[src/rtl/riscv_timer_tick_gen.sv]
// Fractional clock divider producing single-cycle ticks for the RISC-V machine timer.
// Divisor, enable/restart and a running tick count are exposed over a 32-bit APB slave.
module riscv_timer_tick_gen #(
    parameter logic [15:0] RESET_DIV_INT  = 16'd12,
    parameter logic [7:0]  RESET_DIV_FRAC = 8'd0
) (
    input  logic        clk,
    input  logic        rst,
    input  logic [15:0] paddr,
    input  logic        psel,
    input  logic        penable,
    input  logic        pwrite,
    input  logic [31:0] pwdata,
    output logic [31:0] prdata,
    output logic        pready,
    output logic        pslverr,
    output logic        tick,
    output logic        tick_nrz
);

    localparam int unsigned CTR_W  = 17;
    localparam int unsigned INT_W  = 16;
    localparam int unsigned FRAC_W = 8;
    localparam int unsigned CNT_W  = 32;

    localparam logic [15:0] ADDR_CTRL    = 16'h0000;
    localparam logic [15:0] ADDR_DIV     = 16'h0004;
    localparam logic [15:0] ADDR_TICKCNT = 16'h0008;

    localparam logic [CTR_W-1:0] RESET_CTR =
        (RESET_DIV_INT < 16'd2) ? CTR_W'(1) : CTR_W'(RESET_DIV_INT);

    logic               en, en_d;
    logic [INT_W-1:0]   div_int, div_int_d;
    logic [FRAC_W-1:0]  div_frac, div_frac_d;
    logic [CNT_W-1:0]   tickcnt, tickcnt_d;
    logic [CTR_W-1:0]   ctr, ctr_d;
    logic [FRAC_W-1:0]  acc, acc_d;
    logic               tick_d, nrz_d;

    logic               bus_wr, wr_ctrl, wr_div, wr_cnt, restart;
    logic [CTR_W-1:0]   eff_int;
    logic [FRAC_W:0]    acc_sum;

    assign pready  = 1'b1;
    assign pslverr = 1'b0;

    assign bus_wr  = psel && penable && pwrite;
    assign wr_ctrl = bus_wr && (paddr == ADDR_CTRL);
    assign wr_div  = bus_wr && (paddr == ADDR_DIV);
    assign wr_cnt  = bus_wr && (paddr == ADDR_TICKCNT);
    assign restart = wr_ctrl && pwdata[1];

    // Divisors below 2 collapse to 1 so the counter never needs to reach 0.
    assign eff_int = (div_int < INT_W'(2)) ? CTR_W'(1) : CTR_W'(div_int);
    assign acc_sum = {1'b0, acc} + {1'b0, div_frac};

    // Next-state: divider/accumulator first, then bus writes which override same-edge updates.
    always_comb begin
        en_d       = en;
        div_int_d  = div_int;
        div_frac_d = div_frac;
        tickcnt_d  = tickcnt;
        ctr_d      = ctr;
        acc_d      = acc;
        tick_d     = 1'b0;
        nrz_d      = tick_nrz;

        if (restart) begin
            ctr_d = eff_int;
            acc_d = '0;
        end else if (en) begin
            if (ctr == CTR_W'(1)) begin
                tick_d    = 1'b1;
                nrz_d     = ~tick_nrz;
                acc_d     = acc_sum[FRAC_W-1:0];
                ctr_d     = eff_int + CTR_W'(acc_sum[FRAC_W]);
                tickcnt_d = tickcnt + CNT_W'(1);
            end else begin
                ctr_d = ctr - CTR_W'(1);
            end
        end

        if (wr_ctrl) begin
            en_d = pwdata[0];
        end
        if (wr_div) begin
            div_int_d  = pwdata[15:0];
            div_frac_d = pwdata[23:16];
        end
        if (wr_cnt) begin
            tickcnt_d = pwdata;
        end
    end

    always_ff @(posedge clk) begin
        if (rst) begin
            en       <= 1'b1;
            div_int  <= RESET_DIV_INT;
            div_frac <= RESET_DIV_FRAC;
            tickcnt  <= '0;
            ctr      <= RESET_CTR;
            acc      <= '0;
            tick     <= 1'b0;
            tick_nrz <= 1'b0;
        end else begin
            en       <= en_d;
            div_int  <= div_int_d;
            div_frac <= div_frac_d;
            tickcnt  <= tickcnt_d;
            ctr      <= ctr_d;
            acc      <= acc_d;
            tick     <= tick_d;
            tick_nrz <= nrz_d;
        end
    end

    // Side-effect-free register readback.
    always_comb begin
        prdata = '0;
        case (paddr)
            ADDR_CTRL:    prdata = {31'b0, en};
            ADDR_DIV:     prdata = {8'b0, div_frac, div_int};
            ADDR_TICKCNT: prdata = tickcnt;
            default:      prdata = '0;
        endcase
    end

endmodule
[config.mk]
export PLATFORM = sky130hd
export DESIGN_NAME = riscv_timer_tick_gen
export DESIGN_NICKNAME = d
export VERILOG_FILES = /design/src/rtl/riscv_timer_tick_gen.sv
export SDC_FILE = /design/constraint.sdc
export NUM_CORES = 1
export LEC_CHECK = 0
export CAP_MARGIN = 10
export CORE_MARGIN = 3
export CORE_UTILIZATION = 55
export CTS_BUF_LIST = sky130_fd_sc_hd__clkbuf_4
export CTS_CLUSTER_SIZE = 40
export DETAILED_ROUTE_END_ITERATION = 7
export PLACE_DENSITY = 0.82
export SYNTH_ARGS = -nofsm -noshare
export SYNTH_HDL_FRONTEND = slang
export SYNTH_SLANG_ARGS = --single-unit
[constraint.sdc]
create_clock -name clk -period 3.9 [get_ports clk]
set_clock_uncertainty 0.2 [all_clocks]
set_input_delay 0.78 -clock clk [delete_from_list [all_inputs] [get_ports clk]]
set_output_delay 0.78 -clock clk [all_outputs]
set_load 0.1 [all_outputs]
[After elaboration in Yosys (flattened, before gate mapping)]
Index checks and enable logic that the tools add are counted.
Storage, ports and cells
  logic and storage cells: 45
  register bits after elaboration: 84
  output and inout port bits: 36
  input port bits: 53
Operators by class
  add/sub/neg operators: 4
  order comparisons: 1
  mux-type cells: 10
  bitwise gates (word level): 3
  reduce and logical (&&, ||, !) cells: 15
  equal/unequal tests: 4
Operators by type and width (count)
  32-bit 2-to-1 mux: 4
  32-bit one-hot mux with 3 select lines: 1
  17-bit 2-to-1 mux: 3
  32-bit by 1-bit adder with 32-bit output (second input constant): 1
  16-bit by 1-bit adder with 17-bit output: 1
  17-bit by 1-bit == test with 1-bit output (second input constant): 1
  17-bit by 1-bit subtractor with 17-bit output (second input constant): 1
  16-bit by 3-bit == test with 1-bit output (second input constant): 1
  16-bit by 4-bit == test with 1-bit output (second input constant): 1
  16-bit logical NOT: 1
  16-bit by 2-bit less-than comparator with 1-bit output (second input constant): 1
  16-bit 2-to-1 mux: 1
  8-bit by 8-bit adder with 9-bit output: 1
  1-bit logical AND: 6
  3-bit AND reduction: 2
  2-bit nonzero test: 3
  1-bit inverter: 3
  3-bit OR reduction: 1
  2-bit != test (second input constant): 1
  2-bit AND reduction: 1
  2-bit OR reduction: 1
  1-bit 2-to-1 mux: 1

[Logic depth before layout (Yosys ltp)]
  word-level depth: 6
  gate-level depth with buffers: 15
  mapped depth without buffers: 15

[Worst setup path before layout]
OpenSTA, ideal clock, no wires.
  path kind: input port to output port
  start point: in paddr[1]
  end point: out prdata[0]
  cell stages on the path: 3
  path buffers: 0
  required time: 2920 ps
  arrival time: 3589 ps
  path slack: -669 ps
  path through: nor4_1 -> nand4_1 -> o21ai_0
Between the ends
  longest elaborated chain between the ends: 2
  elaborated cells between the ends (all ways): 4
  those cells by class: 2 x eq/ne; 1 x mux; 1 x reduce/logical
Ends and longest elaborated chain
  start, declared: line 9  | input logic [15:0] paddr,
  16-bit by 4-bit == test with 1-bit output (tied with other cells): line 121  | case (paddr)
  32-bit one-hot mux with 3 select lines *: line 121
  end, declared: line 14  | output logic [31:0] prdata,
Every way passes the cells marked *; elsewhere a longest branch is shown, timed or not.

[Worst setup path in the final report]
  start point: in paddr[6]
  end point: out prdata[23]
The elaborated chain is that of the path after synthesis.

==> summary.md <==
| Metric | Value |
|---|---|
| Status | `finished clean` |
| Clock transition at path regs | `0.15 ns` |
| Area Overhead vs Synth | `27.8%` |
| Placed insts | `865` |
| Clk Latency, worst-skew pair | `0.44 ns` |
| I/O Buffers | `86` |
| Routed length per instance | `18.6 um` |
| Chip width | `104 um` |
| Storage element area | `1680 um^2` |
| Final setup violation count | `0` |
| Via density | `6.34` |
| Post-CTS sizing | `0` |
| Reg-to-reg startpoint | `div_frac[0]$_SDFFE_PP0P_` |
| Leak pwr | `0.00233 uW` |
| Routed WL | `16400 um` |
| Fmax | `268 MHz` |
| Drt pass-1 iters | `5` |
| Syn Nets | `750` |
| Initial Util | `56.8%` |
| Register area share after synthesis | `32.1%` |
| Setup crit start | `paddr[6]` |
| Largest net degree at the start of global routing | `70` |
| Initial antenna violation count | `0` |
| Post-synthesis register bit count | `84` |
| Mapped Area | `5250 um^2` |
| Clock period minus worst slack | `3.74 ns` |
| Final GP Congestion | `0.925` |
| Crit Path Category | `in -> out` |
| Multi-input logic area | `3350 um^2` |
| Power per standard cell area | `237 nW/um^2` |
| Inserted Diodes | `0` |
| Crit path max-delay family | `buffers and inverters` |
| Max_slew headroom | `33.5%` |
| First-pass GRT wire length | `26700 um` |
| Core Region | `9240 um^2` |
| Gr usage total | `29.9%` |
| Post-Syn Area per Cell | `7.68 um^2` |
| Crit path DAT | `2.76 ns` |
| DRT iter0 DRCs | `577` |
| Vert. Die Dim | `104 um` |
| Drc violations | `0` |
| Crit-path slowest cell | `nor4_1` |
| Number of global-route vias before repair | `5379` |
| Max Slew Vio Count | `0` |
| Data required time of the worst path | `2.92 ns` |
| Grt ovf | `0` |
| Worst setup EP type | `output port` |
| Period utilization | `95.8%` |
| Maximum root-to-sink buffer count | `2` |
| Min-delay src | `acc[0]$_SDFFE_PP0P_` |
| Max-Cap Viols | `0` |
| Hold_buf cts | `0` |
| Yosys warning count | `0` |
| Worst Max-Slew Pin Slew | `0.995 ns` |
| Final hold vios | `0` |
| Total Nets Final | `814` |
| Clock tree root driver cell | `clkbuf_4` |
| Worst setup SP type | `input pin` |
| Ys async rst share | `0%` |
| Vias | `5589` |
| Fillers | `689` |
| CTS tree | `yes` |
| HPWL Detailed | `11600 um` |
| Placement Rows | `35` |
| Boundary pin count | `89` |
| Worst hold slack | `0.272 ns` |
| Post-route insts no fill | `881` |
| Peak supply drop | `0.133 mV` |
| Number of synthesized flops with an enable pin | `0` |
| Worst Path Buf+Inv | `3` |
| Max FO, Critical Path | `25` |
| # clock sinks | `84` |
| Worst path cell trace | `clkdlybuf4s50_1 -> nor4_1 -> nand2_1 -> nor4_2 -> buf_4 -> a22o_1 -> buf_12` |
| Hold crit path type | `reg -> reg` |
| TritonCTS Buffers | `9` |
| Share of post-route cells with drive strength above 1 | `14.1%` |
| Main synth FF type | `dfxtp_1` |
| Synth Instances | `683` |
| H-Tree Level Count | `3` |
| Post-DRT Antenna Nets | `0` |
| Setup bufs post-CTS | `0` |
| Cell variety after synth | `59` |
| Setup TNS | `0 ns` |
| DIE AREA | `10700 um^2` |
| Slowest stage delay, CP | `0.44 ns` |
| RSZ-0062 raised after global routing | `false` |
[final cells by class]
class	count	share of cell area, %
clock inverters	7	1.01
well taps	129	2.41
repair buffers	104	19.7
multi-input cells	533	49.9
inverters	15	0.840
flip-flops and latches	84	25.1
clock buffers	9	1.01
[cell usage in the layout, fill, tap and decap left out, types with 16 or more instances in the layout]
cell type	n
nand2_1	97
dfxtp_1	84
nor2_1	62
clkdlybuf4s50_1	53
a21oi_1	50
xnor2_1	37
a211oi_1	37
buf_12	33
nor4_1	23
nand3_1	22
a22o_2	19
o21ai_0	19
and3_1	17
buf_4	17
nand4_1	16
[synth_stat cells (all sizes together), types with 3 or more instances]
library cell	instances	area (um^2)
nor2	62	233
or4	4	30.0
or2	5	31.3
nor4	33	272
nand4	16	100
a21o	4	30.0
dfxtp	84	1680
a22o	23	201
xor2	8	70.1
inv	15	56.3
a311oi	3	26.3
or3	7	43.8
nand3	22	110
clkbuf	44	165
and2	6	37.5
and4	5	43.8
a21oi	50	250
ha	13	163
nor3	17	90.1
nand2	97	364
o31ai	3	22.5
nand2b	3	18.8
o21ai	20	100
o221ai	5	43.8
and3	17	106
a211oi	37	278
buf	7	36.3
nand4b	3	26.3
o211ai	3	22.5
xnor2	37	324
a22oi	4	30.0
[registers in the layout (all words and copies together) (netlist names)]
register / cells
ctr: 17
acc: 8
tick_nrz: 1
div_frac: 8
div_int: 16
tick: 1
en: 1
tickcnt: 32
[routing by layer]
layer | wire length (um) | global-route usage [%] | up-vias
met1 | 6830 | 38.3 | 2635
met4 | 316 | 9.97 | 0
met5 | 0 | 0 | -
li1 | - | - | 2622
met2 | 7800 | 49.5 | 300
met3 | 1430 | 7.41 | 32
[worst paths after layout]
kind | end | slack [ns] | cells past startpoint
worst min register to register | acc[0]$_SDFFE_PP0P_ | 0.27 | 2
worst min-delay path | acc[0]$_SDFFE_PP0P_ | 0.27 | 2
worst max-delay path | prdata[23] | 0.16 | 7
worst max register to register | ctr[12]$_SDFFE_PP0P_ | 0.30 | 15
[per-stage QoR]
| stage | setup WS, ns | total power [uW] | cell area [um^2] | util (%) |
|---|---|---|---|---|
| floorplan | 0.0489 | 1000 | 5270 | - |
| finish | 0.165 | 1590 | 6700 | 72.6 |
| detailed placement | 0.175 | 1090 | 6570 | 71.1 |
| global placement | 0.303 | 1080 | 6570 | 71.1 |
| global route | 0.0694 | 1650 | 6700 | 72.6 |
| CTS | 0.168 | 1580 | 6700 | 72.6 |
[power breakdown]
part	switching [uW]	internal [uW]	leakage (uW)	total (uW)
logic	97.7	88.2	0.00158	186
clock network	325	192	0.0000693	517
registers	15.6	870	0.000678	886
[cell families after synthesis]
| group | after synthesis | share of synthesized area (%) |
|---|---|---|
| mux | 2 | 0.382 |
| xor+xnor | 45 | 7.51 |
| fa+ha+maj | 14 | 3.48 |
| compound gates | 169 | 22.1 |
| other cells | 2 | 0.143 |
| buf+inv | 66 | 4.91 |
| flops | 84 | 32.1 |
| simple gates | 301 | 29.4 |
[tightest hold or removal path: cells and delay by family (launching register included)]
family / cells / cell delay, ns
flops: 1 / 0.35
simple gates: 1 / 0.05
compound gates: 1 / 0.05
Note: power is estimated with default switching activity, not from simulation.
